**src/rtl/trigger_pkg.sv**
```systemverilog
// trigger_pkg: shared types, register map and defaults for the trigger sequencer
package trigger_pkg;
  typedef enum logic [1:0] {IDLE, ARMING, RUNNING, STOPPING} state_t;
  localparam logic [2:0] A_RATE = 3'd0, A_PULSE = 3'd1, A_DELAY0 = 3'd2, A_DELAY3 = 3'd5, A_COMMIT = 3'd6;
  localparam int TRIG_MAX_RATE = 120;
  localparam int TRIG_DEF_RATE = 30;
  localparam int TRIG_DEF_PULSE = 2000;
  localparam int TRIG_STOP_GUARD = 256;
  typedef struct packed {
    logic [7:0] rate;
    logic [15:0] pulse_width;
    logic [3:0][7:0] delay;
  } trig_cfg_t;
endpackage

```
**src/rtl/trigger_sequencer_if.sv**
```systemverilog
// trigger_sequencer_if: host configuration write channel
interface trigger_sequencer_if;
  logic cfg_valid, cfg_ready, cfg_error;
  logic [2:0] cfg_addr;
  logic [15:0] cfg_data;
  modport master(output cfg_valid, cfg_addr, cfg_data, input cfg_ready, cfg_error);
  modport slave(input cfg_valid, cfg_addr, cfg_data, output cfg_ready, cfg_error);
endinterface

```
**src/rtl/trig_edge_detect.sv**
```systemverilog
// trig_edge_detect: registered rise/fall detection of the generator trigger
module trig_edge_detect (
  input  logic clk,
  input  logic rst_n,
  input  logic trig,
  output logic rise,
  output logic fall
);
  logic trig_q;
  always_ff @(posedge clk or negedge rst_n)
    if (!rst_n) trig_q <= 1'b0;
    else trig_q <= trig;
  assign rise = trig & ~trig_q;
  assign fall = ~trig & trig_q;
endmodule

```
**src/rtl/trigger_sequencer.sv**
```systemverilog
// trigger_sequencer: shadowed trigger config with frame-boundary commit and start/stop/burst sequencing
module trigger_sequencer
  import trigger_pkg::*;
#(
  parameter int MAX_FRAME_RATE = TRIG_MAX_RATE,
  parameter int DEFAULT_RATE = TRIG_DEF_RATE,
  parameter int DEFAULT_PULSE = TRIG_DEF_PULSE,
  parameter int STOP_GUARD = TRIG_STOP_GUARD
) (
  input  logic clk,
  input  logic rst_n,
  trigger_sequencer_if.slave cfg,
  input  logic cmd_start,
  input  logic cmd_stop,
  input  logic [15:0] burst_len,
  input  logic trig_mon,
  output logic gen_enable,
  output logic [7:0] gen_frame_rate,
  output logic [15:0] gen_pulse_width,
  output logic [31:0] gen_delay,
  output logic [1:0] state,
  output logic [31:0] frame_count,
  output logic cfg_pending,
  output logic done
);
  localparam int GW = $clog2(STOP_GUARD + 1);
  localparam trig_cfg_t RST_CFG = '{rate: 8'(DEFAULT_RATE), pulse_width: 16'(DEFAULT_PULSE), delay: '0};
  state_t st, st_d;
  trig_cfg_t shadow, active;
  logic [15:0] burst_q;
  logic [GW-1:0] guard;
  logic [31:0] count_inc;
  logic [1:0] di;
  logic rise, fall, wr, bad, commit, start_go, apply;
  trig_edge_detect u_edge (.clk(clk), .rst_n(rst_n), .trig(trig_mon), .rise(rise), .fall(fall));
  assign cfg.cfg_ready = ~cfg_pending;
  assign wr = cfg.cfg_valid & cfg.cfg_ready;
  assign commit = wr & cfg.cfg_addr == A_COMMIT;
  assign di = 2'(cfg.cfg_addr - A_DELAY0);
  assign bad = wr & (cfg.cfg_addr == 3'd7
    | (cfg.cfg_addr == A_RATE & (cfg.cfg_data[7:0] == 8'd0 | cfg.cfg_data[7:0] > 8'(MAX_FRAME_RATE)))
    | (cfg.cfg_addr == A_PULSE & cfg.cfg_data == 16'd0));
  assign count_inc = frame_count + 32'd1;
  assign start_go = st == IDLE & st_d == ARMING;
  // a deferred commit lands only once the current pulse has ended, or at start
  assign apply = cfg_pending & (fall | start_go);
  assign state = st;
  assign gen_frame_rate = active.rate;
  assign gen_pulse_width = active.pulse_width;
  assign gen_delay = active.delay;
  always_comb begin
    st_d = st;
    case (st)
      IDLE:     st_d = cmd_start & ~cmd_stop ? ARMING : IDLE;
      ARMING:   st_d = cmd_stop ? STOPPING : RUNNING;
      RUNNING:  st_d = cmd_stop | (rise & burst_q != 16'd0 & count_inc == 32'(burst_q)) ? STOPPING : RUNNING;
      STOPPING: st_d = ~trig_mon & guard == GW'(STOP_GUARD) ? IDLE : STOPPING;
    endcase
  end
  always_ff @(posedge clk or negedge rst_n)
    if (!rst_n) begin
      st <= IDLE;
      shadow <= RST_CFG;
      active <= RST_CFG;
      cfg_pending <= 1'b0;
      cfg.cfg_error <= 1'b0;
      done <= 1'b0;
      gen_enable <= 1'b0;
      frame_count <= '0;
      burst_q <= '0;
      guard <= '0;
    end else begin
      st <= st_d;
      cfg.cfg_error <= bad;
      done <= st == STOPPING & st_d == IDLE;
      gen_enable <= st_d == RUNNING | (gen_enable & st_d != IDLE);
      guard <= st == STOPPING & ~trig_mon ? guard + 1'b1 : '0;
      if (start_go) frame_count <= '0;
      else if (st == RUNNING & rise) frame_count <= count_inc;
      if (start_go) burst_q <= burst_len;
      if (wr & ~bad & cfg.cfg_addr == A_RATE) shadow.rate <= cfg.cfg_data[7:0];
      if (wr & ~bad & cfg.cfg_addr == A_PULSE) shadow.pulse_width <= cfg.cfg_data;
      if (wr & cfg.cfg_addr >= A_DELAY0 & cfg.cfg_addr <= A_DELAY3) shadow.delay[di] <= cfg.cfg_data[7:0];
      if ((commit & st == IDLE) | apply) active <= shadow;
      cfg_pending <= (commit & st != IDLE) | (cfg_pending & ~apply);
    end
endmodule

```
**src/flat_wrapper.sv**
```systemverilog
// flat-port wrapper written by rule: the top's interface ports become plain ports
module trigger_sequencer_flat import trigger_pkg::*;
#(
  parameter int MAX_FRAME_RATE = TRIG_MAX_RATE,
  parameter int DEFAULT_RATE = TRIG_DEF_RATE,
  parameter int DEFAULT_PULSE = TRIG_DEF_PULSE,
  parameter int STOP_GUARD = TRIG_STOP_GUARD
)
  (clk, rst_n, cmd_start, cmd_stop, burst_len, trig_mon, gen_enable, gen_frame_rate, gen_pulse_width, gen_delay, state, frame_count, cfg_pending, done, cfg_cfg_valid, cfg_cfg_addr, cfg_cfg_data, cfg_cfg_ready, cfg_cfg_error);
  trigger_sequencer_if cfg_i ();
  input  logic clk;
  input  logic rst_n;
  input  logic cmd_start;
  input  logic cmd_stop;
  input  logic [15:0] burst_len;
  input  logic trig_mon;
  output logic gen_enable;
  output logic [7:0] gen_frame_rate;
  output logic [15:0] gen_pulse_width;
  output logic [31:0] gen_delay;
  output logic [1:0] state;
  output logic [31:0] frame_count;
  output logic cfg_pending;
  output logic done;
  input wire logic [$bits(cfg_i.cfg_valid)-1:0] cfg_cfg_valid;
  input wire logic [$bits(cfg_i.cfg_addr)-1:0] cfg_cfg_addr;
  input wire logic [$bits(cfg_i.cfg_data)-1:0] cfg_cfg_data;
  output wire logic [$bits(cfg_i.cfg_ready)-1:0] cfg_cfg_ready;
  output wire logic [$bits(cfg_i.cfg_error)-1:0] cfg_cfg_error;
  assign cfg_i.cfg_valid = cfg_cfg_valid;
  assign cfg_i.cfg_addr = cfg_cfg_addr;
  assign cfg_i.cfg_data = cfg_cfg_data;
  assign cfg_cfg_ready = cfg_i.cfg_ready;
  assign cfg_cfg_error = cfg_i.cfg_error;
  trigger_sequencer #(.MAX_FRAME_RATE(MAX_FRAME_RATE), .DEFAULT_RATE(DEFAULT_RATE), .DEFAULT_PULSE(DEFAULT_PULSE), .STOP_GUARD(STOP_GUARD)) u_core (.clk(clk), .rst_n(rst_n), .cfg(cfg_i), .cmd_start(cmd_start), .cmd_stop(cmd_stop), .burst_len(burst_len), .trig_mon(trig_mon), .gen_enable(gen_enable), .gen_frame_rate(gen_frame_rate), .gen_pulse_width(gen_pulse_width), .gen_delay(gen_delay), .state(state), .frame_count(frame_count), .cfg_pending(cfg_pending), .done(done));
endmodule
```
**config.mk**
```make
export PLATFORM = sky130hd
export DESIGN_NAME = trigger_sequencer_flat
export DESIGN_NICKNAME = d
export VERILOG_FILES = /design/src/rtl/trigger_pkg.sv /design/src/rtl/trigger_sequencer_if.sv /design/src/rtl/trig_edge_detect.sv /design/src/rtl/trigger_sequencer.sv /design/src/flat_wrapper.sv
export SDC_FILE = /design/constraint.sdc
export NUM_CORES = 1
export LEC_CHECK = 0
export CAP_MARGIN = 15
export CORE_MARGIN = 3
export CORE_UTILIZATION = 25
export CTS_BUF_LIST = sky130_fd_sc_hd__clkbuf_8
export DETAILED_ROUTE_END_ITERATION = 6
export PLACE_DENSITY = 0.48
export SLEW_MARGIN = 20
export SYNTH_ARGS = -nofsm -noshare
export SYNTH_HDL_FRONTEND = slang
export SYNTH_SLANG_ARGS = --single-unit
```
**constraint.sdc**
```tcl
create_clock -name clk -period 3.9 [get_ports clk]
set_input_delay 0.585 -clock clk [delete_from_list [all_inputs] [get_ports clk]]
set_output_delay 0.585 -clock clk [all_outputs]
set_load 0.005 [all_outputs]
```
==> results of run 1 <==
[state kept, by name (all words and copies together), names as in the netlist, named ones only]
| name | count |
|---|---|
| u_core.guard | 9 |
| u_core.cfg.cfg_error | 1 |
| u_core.u_edge.trig_q | 1 |
| u_core.cfg_pending | 1 |
| u_core.gen_frame_rate | 8 |
| u_core.frame_count | 32 |
| u_core.shadow | 56 |
| u_core.gen_pulse_width | 16 |
| u_core.gen_delay | 32 |
| u_core.state | 2 |
| u_core.done | 1 |
| u_core.burst_q | 16 |
[final timing paths]
check                                                  start                                endpoint  slack [ps]  cells past startpoint
min                                                    rst_n  u_core.gen_pulse_width[13]$_DFFE_PN0P_           7                      1
max reg2reg                u_core.frame_count[0]$_DFFE_PN0P_                                register         470                      9
max in group asynchronous                              rst_n           u_core.shadow[51]$_DFFE_PN1P_        2960                      2
min in group clk               u_core.shadow[37]$_DFFE_PN0P_   u_core.gen_pulse_width[5]$_DFFE_PN0P_         510                      1
min reg2reg                    u_core.shadow[37]$_DFFE_PN0P_   u_core.gen_pulse_width[5]$_DFFE_PN0P_         510                      1
max                        u_core.frame_count[0]$_DFFE_PN0P_                                register         470                      9
[kinds of logic after synthesis]
family / Yosys count / share of synthesized area (%)
simple gates: 186 / 12.0
compound gates: 107 / 8.51
xor+xnor: 33 / 3.55
flops: 176 / 54.4
mux: 130 / 18.0
fa+ha+maj: 3 / 0.461
buf+inv: 51 / 3.03
[per-layer routing]
layer,part of all wire (%),vias to the layer above,routed length (µm),global-route usage [%]
li1,-,2750,-,-
met1,47,2899,10500,17.9
met2,46,171,10200,20.5
met3,6.1,17,1360,3.91
met4,0.76,0,168,2.70
met5,0,-,0,0
[stage by stage]
stage	hold slack, ps	utilization, %	cell area (µm²)
floorplan	289	-	8140
global placement	479	31.4	9970
detailed placement	484	31.4	9970
CTS	0.182	32.7	10400
global route	9.82	32.7	10400
finish	7.49	32.7	10400
[where the power goes]
part,switching (mW),internal [mW]
clock network,0.810,0.506
registers,0.223,2.30
logic,0.364,0.817
[layout make-up]
cell class                 instances  share of cell area, %
clock inverter                    14                   1.60
tap                              435                   5.24
inverter                           8                  0.289
timing repair buffer             148                   14.2
clock buffer                      18                   2.38
multi-input combinational        459                   33.7
sequential                       176                   42.6
[cells in the mapped netlist (2+ instances only)]
cell	count
buf_4	2
o41ai_1	3
dfrtp_1	156
a211oi_1	2
nand3_1	21
nand4_1	15
o21ai_0	42
clkbuf_1	28
nand2_1	32
a21o_1	3
buf_2	6
inv_1	8
clkbuf_8	4
nand3b_1	2
ha_1	3
buf_1	3
nor4_1	17
a31oi_1	10
nor2_1	47
xnor2_1	21
and3_1	8
o31ai_1	17
a21oi_1	10
nor2b_1	4
nor4b_1	2
nor3b_1	2
or4_1	3
xor2_1	12
mux2_2	128
dfstp_2	20
o22ai_1	3
nor3_1	12
a22o_1	2
or3_1	3
and2_1	6
==> impl_metrics.tcl, run 1 <==
set metrics [dict create \
    setup.worst_path.end_class "register" \
    worst-setup-path-type "register to register" \
    rows 65 \
    maxCapViolations 0 \
    cp.required_ps 4250 \
    cts_buffers 17 \
    fillers 3229 \
    vias 5837 \
    dp.cells 1226 \
    postRouteAntennaNets 0 \
    synth_seq_cells 176 \
    setup_slack_ps 473 \
    final-max-slew-violation-count 0 \
    drc 0 \
    synth_edf_count 0 \
    drive_gt1_share_pct 25.4 \
    cp_common_cell "nand3_1" \
    grt_first_pass_wirelength_um 35700 \
    clockBufferDepth 2 \
    grt_setup_unrepaired "no" \
    p_total_mw 5.02 \
    leakage_nw 4.21 \
    path_cells "ha_1, nand3_1, nor3_1, nand3_1, nor2_1, mux2i_1, or4_4, o31ai_4, mux2_4" \
    seq_area_mm2 0.00443 \
    setup_viol 0 \
    cp-start-kind "register" \
    synth_top_area_cell "dfrtp_1" \
    routed_wl_um 22200 \
    synthFlopType "dfrtp_1" \
    io_buffers 135 \
    synth.distinct_cells 64 \
    hpwl_um 15500 \
    synthTopCellsByArea "dfrtp_1 (48%), mux2_2 (18%), dfstp_2 (6.5%), o21ai_0 (2.6%), xnor2_1 (2.3%)" \
    grt.total_usage_pct 13.0 \
    status "finished clean" \
    crit_buf_inv 0 \
    clock-sinks 176 \
    grt_overflow 0 \
    firstDrtPassIters 4 \
    cts.hold.buffers_added 0 \
    crit_path_top_delay_cell "or4_4" \
    multi_input_area_mm2 0.00350 \
    pre_cts_ws_ps 537 \
    seq_area_frac_synth_pct 54.4 \
    grt_pass1_vias 5915 \
    die_w_um 186 \
    crit_arrival_ps 3780 \
    cts_setup_buffers 0 \
    boundaryPins 136 \
    worstPathMaxFanout 9 \
    cts_resized 0 \
    yosys_warnings 0 \
    n_antenna_cell 0 \
    cts_tree "built" \
    via_per_inst 4.64 \
    max_stage_delay_ps 550 \
    ir_drop_uv 220 \
    antenna_found_initial 0 \
    worstSkewPairLatency_ps 480 \
    place_congestion 0.815 \
    slew-limit-headroom_pct 58.2 \
    tns_ps 0 \
    synth_top_area_share_pct 47.9 \
    ys_async_sr_fraction_pct 100 \
    netlist_instances 686 \
    die-area_mm2 0.0348 \
    min_period_ps 3430 \
    netlist_area_mm2 0.00814 \
    cts.clk_slew.worst_paths_ps 120 \
    die_h_um 186 \
    layout.nets 854 \
    wl_per_cell_um 17.7 \
    fmax_mhz 292 \
    hold_viol_final 0 \
    cts.htree.levels 4 \
    ctsRootBufferMaster "clkbuf_8" \
    synth.avg_cell_area_um2 11.9 \
    stdcell_count 1258 \
    tightest_slew_ps 624 \
    syn_nets 730 \
    period_share_pct 87.9 \
    initial_utilization_pct 25.6 \
    power.density_mw_per_mm2 483 \
    final_common_cell "dfrtp_1" \
    grt_max_degree 92 \
    area_growth_pct 27.6 \
    final_cell_mix "dfrtp_1 (156), clkdlybuf4s50_1 (134), mux2_2 (128), nor2_1 (46), o21ai_0 (42)" \
    drt_iter0_markers 404 \
    finClkSkew_ps 24.6 \
    cp_top_family "simple AND/OR/NAND/NOR gates" \
    min_path_type "primary input to async pin" \
    fp.coreArea_mm2 0.0318 \
]
Power figures use the tool's default switching activity.
==> run 2, diff against run 1 <==
--- a/config.mk
+++ b/config.mk
@@ -6,7 +6,7 @@
 export NUM_CORES = 1
 export LEC_CHECK = 0
 export CAP_MARGIN = 15
-export CORE_MARGIN = 3
+export CORE_MARGIN = 2
 export CORE_UTILIZATION = 25
 export CTS_BUF_LIST = sky130_fd_sc_hd__clkbuf_8
 export DETAILED_ROUTE_END_ITERATION = 6
==> run 2 against run 1 <==
Register-to-register slack better by 160 ps. Clock skew down 7.5 ps. Count of clock-buffer cells in the layout is 1 higher. Highest routed layer unchanged. First-iteration DRC count is 1.5% higher. Clock power barely moved. Global-route usage is 0.60 points higher.
==> impl_metrics.tcl, run 2 (synthesis results as in run 1) <==
set metrics [dict create \
    status "finished clean" \
    die_w_um 184 \
    hpwl_um 15500 \
    cp.required_ps 4260 \
    multi_input_area_mm2 0.00349 \
    vias 5871 \
    die-area_mm2 0.0340 \
    die_h_um 184 \
    grt_first_pass_wirelength_um 35200 \
    routed_wl_um 22400 \
    switching_share_pct 25.8 \
    firstDrtPassIters 5 \
    maxCapViolations 0 \
    cts.hold.buffers_added 0 \
    min_path_type "primary input to async pin" \
    design_area_mm2 0.0104 \
    cts_buffers 17 \
    finClkSkew_ps 17.1 \
    layout.nets 858 \
    rows 66 \
    cts_tree "built" \
    pwr-share-seq_pct 50.2 \
    postRouteAntennaNets 0 \
    clockPowerShare_pct 26.2 \
    finish.utilization_pct 32.2 \
    n_antenna_cell 0 \
    p_sw_mw 1.30 \
    hold_viol_final 0 \
    worst-setup-path-type "register to register" \
    final_cell_mix "dfrtp_1 (156), clkdlybuf4s50_1 (134), mux2_2 (128), nor2_1 (46), o21ai_0 (42)" \
    grt_setup_unrepaired "no" \
    seq_area_mm2 0.00443 \
    min_period_ps 3270 \
    clock-sinks 176 \
    fp.coreArea_mm2 0.0323 \
    area_growth_pct 27.9 \
    io_buffers 135 \
    tightest_slew_ps 702 \
    final_common_cell "dfrtp_1" \
    regMostFlops "u_core.shadow" \
    crit_arrival_ps 3630 \
    wl_per_cell_um 17.7 \
    fmax_mhz 306 \
    worstSkewPairLatency_ps 470 \
    via_per_inst 4.63 \
    placed_area_mm2 0.0100 \
    pwr-share-comb_pct 23.6 \
    grt_pass1_vias 5714 \
    period_share_pct 83.7 \
    antenna_found_initial 0 \
    internal_power_mw 3.73 \
    cp-start-kind "register" \
    place_congestion 0.816 \
    fillers 3261 \
    grt.total_usage_pct 13.6 \
    power.density_mw_per_mm2 482 \
    initial_utilization_pct 25.2 \
    cts_resized 0 \
    grt_overflow 0 \
    worstPathMaxFanout 7 \
    grt_max_degree 69 \
    ctsRootBufferMaster "clkbuf_8" \
    drive_gt1_share_pct 25.3 \
    ir_drop_uv 188 \
    leakage_nw 4.23 \
    cts.htree.levels 4 \
    slew-limit-headroom_pct 53.2 \
    setup.worst_path.end_class "register" \
    clockBufferDepth 2 \
    boundaryPins 136 \
    tns_ps 0 \
    cts.clk_slew.worst_paths_ps 100 \
    setup_viol 0 \
    cts_setup_buffers 0 \
    drc 0 \
    drt_iter0_markers 410 \
    reg2regPathDepth 9 \
    final-max-slew-violation-count 0 \
    largest_reg_flops 56 \
]
[run 2: path summary, 6_finish.rpt]
| path | slack [ps] | to | start |
|---|---|---|---|
| setup / recovery | 630 | register | u_core.frame_count[1]$_DFFE_PN0P_ |
| hold / removal | 110 | u_core.gen_pulse_width[13]$_DFFE_PN0P_ | rst_n |
| setup reg to reg | 630 | register | u_core.frame_count[1]$_DFFE_PN0P_ |
| hold reg to reg | 500 | u_core.gen_delay[19]$_DFFE_PN0P_ | u_core.shadow[19]$_DFFE_PN0P_ |
| max in group asynchronous | 2930 | u_core.shadow[52]$_DFFE_PN1P_ | rst_n |
| min in group clk | 500 | u_core.gen_delay[19]$_DFFE_PN0P_ | u_core.shadow[19]$_DFFE_PN0P_ |
[run 2: layout make-up]
| cell class | instances | area share, % |
|---|---|---|
| Multi-Input combinational cell | 459 | 33.6 |
| Inverter | 8 | 0.288 |
| Timing Repair Buffer | 152 | 14.5 |
| Sequential cell | 176 | 42.5 |
| Clock buffer | 19 | 2.51 |
| Clock inverter | 13 | 1.33 |
| Tap cell | 442 | 5.31 |
[run 2: layer usage]
layer | up-vias | wire length [µm] | global-route usage (%)
met4 | 0 | 227 | 3.23
met3 | 16 | 1250 | 3.54
met2 | 155 | 10100 | 20.9
met5 | - | 0 | 0
met1 | 2921 | 10800 | 19.2
li1 | 2779 | - | -
[run 2: power by group through the flow]
stage | registers (mW) | clock network, mW | logic [mW]
5_1_grt | 2.58 | 1.46 | 1.28
3_3_place_gp | 2.56 | 0 | 1.19
4_1_cts | 2.53 | 1.39 | 1.21
2_1_floorplan | 2.53 | 0 | 0.407
3_5_place_dp | 2.57 | 0 | 1.20
6_report | 2.52 | 1.32 | 1.19
[run 2: worst max-delay path, stage by stage (launching register included)]
cell and delay [ps]:
dfrtp_1 470, ha_1 310, nand3_1 150, nor3_1 360, nand3_1 220, nor2_1 370
mux2i_1 130, or4_4 540, o31ai_4 280, mux2_4 320
[run 2: stage by stage]
| stage | cells | setup WS, ps | power, mW | hold WS, ps |
|---|---|---|---|---|
| finish | 1269 | 634 | 5.02 | 109 |
| global route | 1269 | 360 | 5.33 | 123 |
| CTS | 1269 | 625 | 5.12 | 106 |
| detailed placement | 1237 | 656 | 3.77 | 487 |
| global placement | 1237 | 705 | 3.75 | 480 |
| floorplan | 686 | 899 | 2.94 | 289 |
==> run 3, diff against run 2 <==
==> constraint.sdc (replaced) <==
create_clock -name clk -period 3.2 [get_ports clk]
set_input_delay 0.48 -clock clk [delete_from_list [all_inputs] [get_ports clk]]
set_output_delay 0.48 -clock clk [all_outputs]
set_load 0.005 [all_outputs]
==> run 3 against run 2 <==
Non-clock buffer count is 29 higher. Wire length is 2.1% higher. Sequential cell count stayed put. Sequential power is 22% higher. Sequential share of layout area is 1.0 points lower. Largest power group unchanged. Combinational power is 22% higher.
==> impl_metrics.tcl, run 3 (synthesis results as in run 1) <==
set metrics [dict create \
    drive_gt1_share_pct 28.4 \
    cp-start-kind "register" \
    crit_arrival_ps 3420 \
    grt.total_usage_pct 13.9 \
    reg2regPathDepth 9 \
    slew-limit-headroom_pct 50.0 \
    wl_per_cell_um 17.6 \
    p_sw_mw 1.65 \
    clockBufferDepth 2 \
    grt_max_degree 80 \
    fmax_mhz 326 \
    path_cells "ha_2, and3_2, nand3_1, nor4_2, nand3_1, a21o_1, or4_4, o31ai_4, mux2_4" \
    drc 0 \
    tns_ps 0 \
    cts_buffers 17 \
    die-area_mm2 0.0340 \
    switching_share_pct 26.6 \
    cp_common_cell "nand3_1" \
    final-max-slew-violation-count 0 \
    worstPathMaxFanout 7 \
    cp_num_cells 9 \
    die_h_um 184 \
    internal_power_mw 4.55 \
    rr_startpoint "u_core.frame_count[1]$_DFFE_PN0P_" \
    worstSkewPairLatency_ps 480 \
    via_per_inst 4.63 \
    antenna_found_initial 0 \
    boundaryPins 136 \
    maxCapViolations 0 \
    fp.coreArea_mm2 0.0323 \
    layout.nets 887 \
    final_common_cell "dfrtp_1" \
    place_congestion 0.848 \
    ff2ff_setup_slack_ps 130 \
    finClkSkew_ps 27.8 \
    setup.worst_path.end_class "register" \
    ctsRootBufferMaster "clkbuf_8" \
    setup_viol 0 \
    p_total_mw 6.20 \
    min_path_type "primary input to async pin" \
    crit_path_top_delay_cell "dfrtp_1" \
    initial_utilization_pct 25.2 \
    cts_tree "built" \
    worst-setup-path-type "register to register" \
    status "finished clean" \
    ir_drop_uv 267 \
    cp.required_ps 3540 \
    area_growth_pct 31.1 \
    clock-sinks 176 \
    crit_buf_inv 0 \
    tightest_slew_ps 751 \
    hpwl_um 16100 \
    power.density_mw_per_mm2 581 \
    rows 66 \
    cp-startpoint "u_core.frame_count[1]$_DFFE_PN0P_" \
    n_antenna_cell 0 \
    cts.clk_slew.worst_paths_ps 110 \
    regMostFlops "u_core.shadow" \
    period_share_pct 96.0 \
    grt_overflow 0 \
    die_w_um 184 \
    hold_viol_final 0 \
    min_period_ps 3070 \
    postRouteAntennaNets 0 \
    grt_first_pass_wirelength_um 36200 \
    firstDrtPassIters 4 \
    largest_reg_flops 56 \
    holdWs_ps 13.2 \
    leakage_nw 4.39 \
    grt_pass1_vias 5990 \
    cp_top_family "simple AND/OR/NAND/NOR gates" \
    drt_iter0_markers 291 \
    routed_wl_um 22900 \
    cts.htree.levels 4 \
    clockPowerShare_pct 27.1 \
    pwr-share-seq_pct 49.5 \
    final_cell_mix "dfrtp_1 (156), clkdlybuf4s50_1 (134), mux2_2 (128), nor2_1 (46), buf_4 (43)" \
    io_buffers 135 \
    max_stage_delay_ps 480 \
    pwr-share-comb_pct 23.4 \
    grt_setup_unrepaired "no" \
    vias 6009 \
    cts_setup_buffers 0 \
]
[run 3: area by class of cell]
type                            instances  area [µm²]
Fill cell                            3304       21600
Sequential cell                       176        4430
Multi-Input combinational cell        459        3500
Timing Repair Buffer                  181        1740
Tap cell                              442         553
Clock buffer                           18         248
Clock inverter                         14         174
Inverter                                8        30.0
[run 3: how the worst min path moves through the flow]
stage / slack, ps / end / depth (start not counted)
detailed placement: 480 / u_core.shadow[55]$_DFFE_PN0P_ / 1
CTS: 30 / u_core.gen_pulse_width[13]$_DFFE_PN0P_ / 1
global route: 40 / u_core.gen_pulse_width[13]$_DFFE_PN0P_ / 1
global placement: 480 / u_core.shadow[55]$_DFFE_PN0P_ / 1
finish: 10 / u_core.gen_pulse_width[13]$_DFFE_PN0P_ / 1
floorplan: 180 / async pin / 0
[run 3: power by group through the flow]
stage | combinational, mW | sequential (mW) | clock [mW]
6_report | 1.45 | 3.07 | 1.68
5_1_grt | 1.57 | 3.14 | 1.85
3_3_place_gp | 1.46 | 3.11 | 0
2_1_floorplan | 0.496 | 3.09 | 0
3_5_place_dp | 1.47 | 3.12 | 0
4_1_cts | 1.48 | 3.08 | 1.75
[run 3: repair_timing]
action                                  4_1_cts  5_1_grt
hold buffers                                  0        0
endpoints found under the setup margin        0        1
gates resized for setup                       0        2
[run 3: stage by stage]
step	cells	setup WS (ps)	cell area, µm²	utilization, %
final	1298	128	10700	33.0
after global routing	1298	2.18	10700	33.0
after CTS	1298	72.4	10700	33.0
after detailed placement	1266	128	10200	31.7
after global placement	1266	202	10200	31.7
after floorplan	686	199	8140	-
[run 3: routing by layer]
metal  part of all wire [%]  global-route usage, %
met5                      0                      0
met4                    1.3                   3.65
met3                    5.2                   3.28
met2                     46                   21.6
met1                     48                   19.4
==> patch (config.mk and constraints of run 2) <==
Register the output `frame_count` once more, cleared by the reset; this adds one clock of latency there. The other outputs are not delayed to match.
--- a/src/rtl/trigger_sequencer.sv
+++ b/src/rtl/trigger_sequencer.sv
@@ -25,6 +25,8 @@
 );
   localparam int GW = $clog2(STOP_GUARD + 1);
   localparam trig_cfg_t RST_CFG = '{rate: 8'(DEFAULT_RATE), pulse_width: 16'(DEFAULT_PULSE), delay: '0};
+
+  logic [31:0] frame_count_s0;
   state_t st, st_d;
   trig_cfg_t shadow, active;
   logic [15:0] burst_q;
@@ -40,7 +42,7 @@
   assign bad = wr & (cfg.cfg_addr == 3'd7
     | (cfg.cfg_addr == A_RATE & (cfg.cfg_data[7:0] == 8'd0 | cfg.cfg_data[7:0] > 8'(MAX_FRAME_RATE)))
     | (cfg.cfg_addr == A_PULSE & cfg.cfg_data == 16'd0));
-  assign count_inc = frame_count + 32'd1;
+  assign count_inc = frame_count_s0 + 32'd1;
   assign start_go = st == IDLE & st_d == ARMING;
   // a deferred commit lands only once the current pulse has ended, or at start
   assign apply = cfg_pending & (fall | start_go);
@@ -66,7 +68,7 @@
       cfg.cfg_error <= 1'b0;
       done <= 1'b0;
       gen_enable <= 1'b0;
-      frame_count <= '0;
+      frame_count_s0 <= '0;
       burst_q <= '0;
       guard <= '0;
     end else begin
@@ -75,8 +77,8 @@
       done <= st == STOPPING & st_d == IDLE;
       gen_enable <= st_d == RUNNING | (gen_enable & st_d != IDLE);
       guard <= st == STOPPING & ~trig_mon ? guard + 1'b1 : '0;
-      if (start_go) frame_count <= '0;
-      else if (st == RUNNING & rise) frame_count <= count_inc;
+      if (start_go) frame_count_s0 <= '0;
+      else if (st == RUNNING & rise) frame_count_s0 <= count_inc;
       if (start_go) burst_q <= burst_len;
       if (wr & ~bad & cfg.cfg_addr == A_RATE) shadow.rate <= cfg.cfg_data[7:0];
       if (wr & ~bad & cfg.cfg_addr == A_PULSE) shadow.pulse_width <= cfg.cfg_data;
@@ -84,5 +86,13 @@
       if ((commit & st == IDLE) | apply) active <= shadow;
       cfg_pending <= (commit & st != IDLE) | (cfg_pending & ~apply);
     end
+  always_ff @(posedge clk or negedge rst_n) begin
+    if (!rst_n) begin
+      frame_count <= '0;
+    end else begin
+      frame_count <= frame_count_s0;
+    end
+  end
+
 endmodule
 
Check against the original RTL: not equivalent (a bounded check fails within 4 cycles, from zero or initial values and one cycle with rst_n low).
==> patch against run 2 <==
Total power up 26%; synthesized area increased by 9.4%; critical path type unchanged; largest power group unchanged; hold slack got worse by 0.020 ns; die area rose by 9.2%; maximum frequency fell by 6.2%; highest routed layer unchanged; largest cell class unchanged; worst setup slack got worse by 0.22 ns; sequential cell count up 32; wire length grew 6.7%; cell area is 13% higher.
==> patch: results <==
<?xml version="1.0" encoding="UTF-8"?>
<metrics>
  <group name="run_status">
    <metric name="run_status" unit="">finished, final reports clean</metric>
  </group>
  <group name="place">
    <metric name="place.detailed.hpwl" unit="um">16570</metric>
    <metric name="placedCellCount" unit="">1292</metric>
    <metric name="place_ws" unit="ns">0.4000</metric>
  </group>
  <group name="power">
    <metric name="p_seq" unit="mW">2.98</metric>
    <metric name="total_leakage_power" unit="nW">4.900</metric>
  </group>
  <group name="layout">
    <metric name="layout.non_clock_inverters" unit="">14</metric>
    <metric name="areaGrowthSynthToFinish" unit="%">31.67</metric>
    <metric name="nNonClkBuffers" unit="">164</metric>
    <metric name="clk_share" unit="%">6.381</metric>
    <metric name="nonClkBufAreaFrac" unit="%">13.85</metric>
    <metric name="clock_buffers" unit="">46</metric>
    <metric name="layout-drive-gt1-share" unit="%">27.27</metric>
  </group>
  <group name="global_route">
    <metric name="vias_in_the_first_global_route" unit="">6388</metric>
    <metric name="globalRouteMet3Util" unit="%">2.819</metric>
    <metric name="globalRouteMet1Util" unit="%">17.18</metric>
  </group>
  <group name="route">
    <metric name="wl_per_cell" unit="um">17.55</metric>
    <metric name="wirelength" unit="um">23920</metric>
  </group>
  <group name="logic_synthesis">
    <metric name="synth-adder-area-share" unit="%">0.4215</metric>
    <metric name="synthTopCellsByCount" unit="">188 x dfrtp_1, 127 x mux2_2, 41 x nor2_1</metric>
    <metric name="synth_area_leaders" unit="">dfrtp_1 53%, mux2_2 16%, dfstp_2 5.9%</metric>
    <metric name="synth-xor-area-share" unit="%">3.934</metric>
    <metric name="synth_seq_area_share" unit="%">58.73</metric>
  </group>
  <group name="clocking">
    <metric name="clk_latency" unit="ns">0.54</metric>
    <metric name="numCtsBuffers" unit="">39</metric>
    <metric name="cts.reportedPaths.clkPinSlew" unit="ns">0.05</metric>
  </group>
  <group name="worst_setup_path">
    <metric name="worst_r2r_startpoint" unit="">u_core.frame_count_s0[0]</metric>
    <metric name="slowest_stage" unit="">or4_2</metric>
  </group>
  <group name="timing">
    <metric name="worst_clock_skew" unit="ns">0.01917</metric>
  </group>
</metrics>
==> patch: cell types whose count changed in the layout (fill, tap and decap cells not counted), sizes merged, moves of 4 or more <==
| cell | before | now |
|---|---|---|
| inv | 16 | 36 |
| o41ai | 3 | 7 |
| o31ai | 18 | 8 |
| dfrtp | 156 | 188 |
| nand4 | 16 | 21 |
| xnor2 | 21 | 28 |
| buf | 18 | 30 |
| or3 | 4 | 0 |
| clkbuf | 19 | 46 |
| o21ai | 43 | 36 |
| a21oi | 10 | 14 |
| nor2 | 47 | 42 |
==> patch: worst max path at each step <==
stage                                         from  depth (start not counted)   end
after floorplan           u_core.frame_count_s0[0]                          9  flop
after global placement    u_core.frame_count_s0[0]                          9  flop
after detailed placement  u_core.frame_count_s0[0]                          9  flop
after CTS                 u_core.frame_count_s0[0]                         10  flop
after global routing      u_core.frame_count_s0[0]                         10  flop
final                     u_core.frame_count_s0[0]                          9  flop
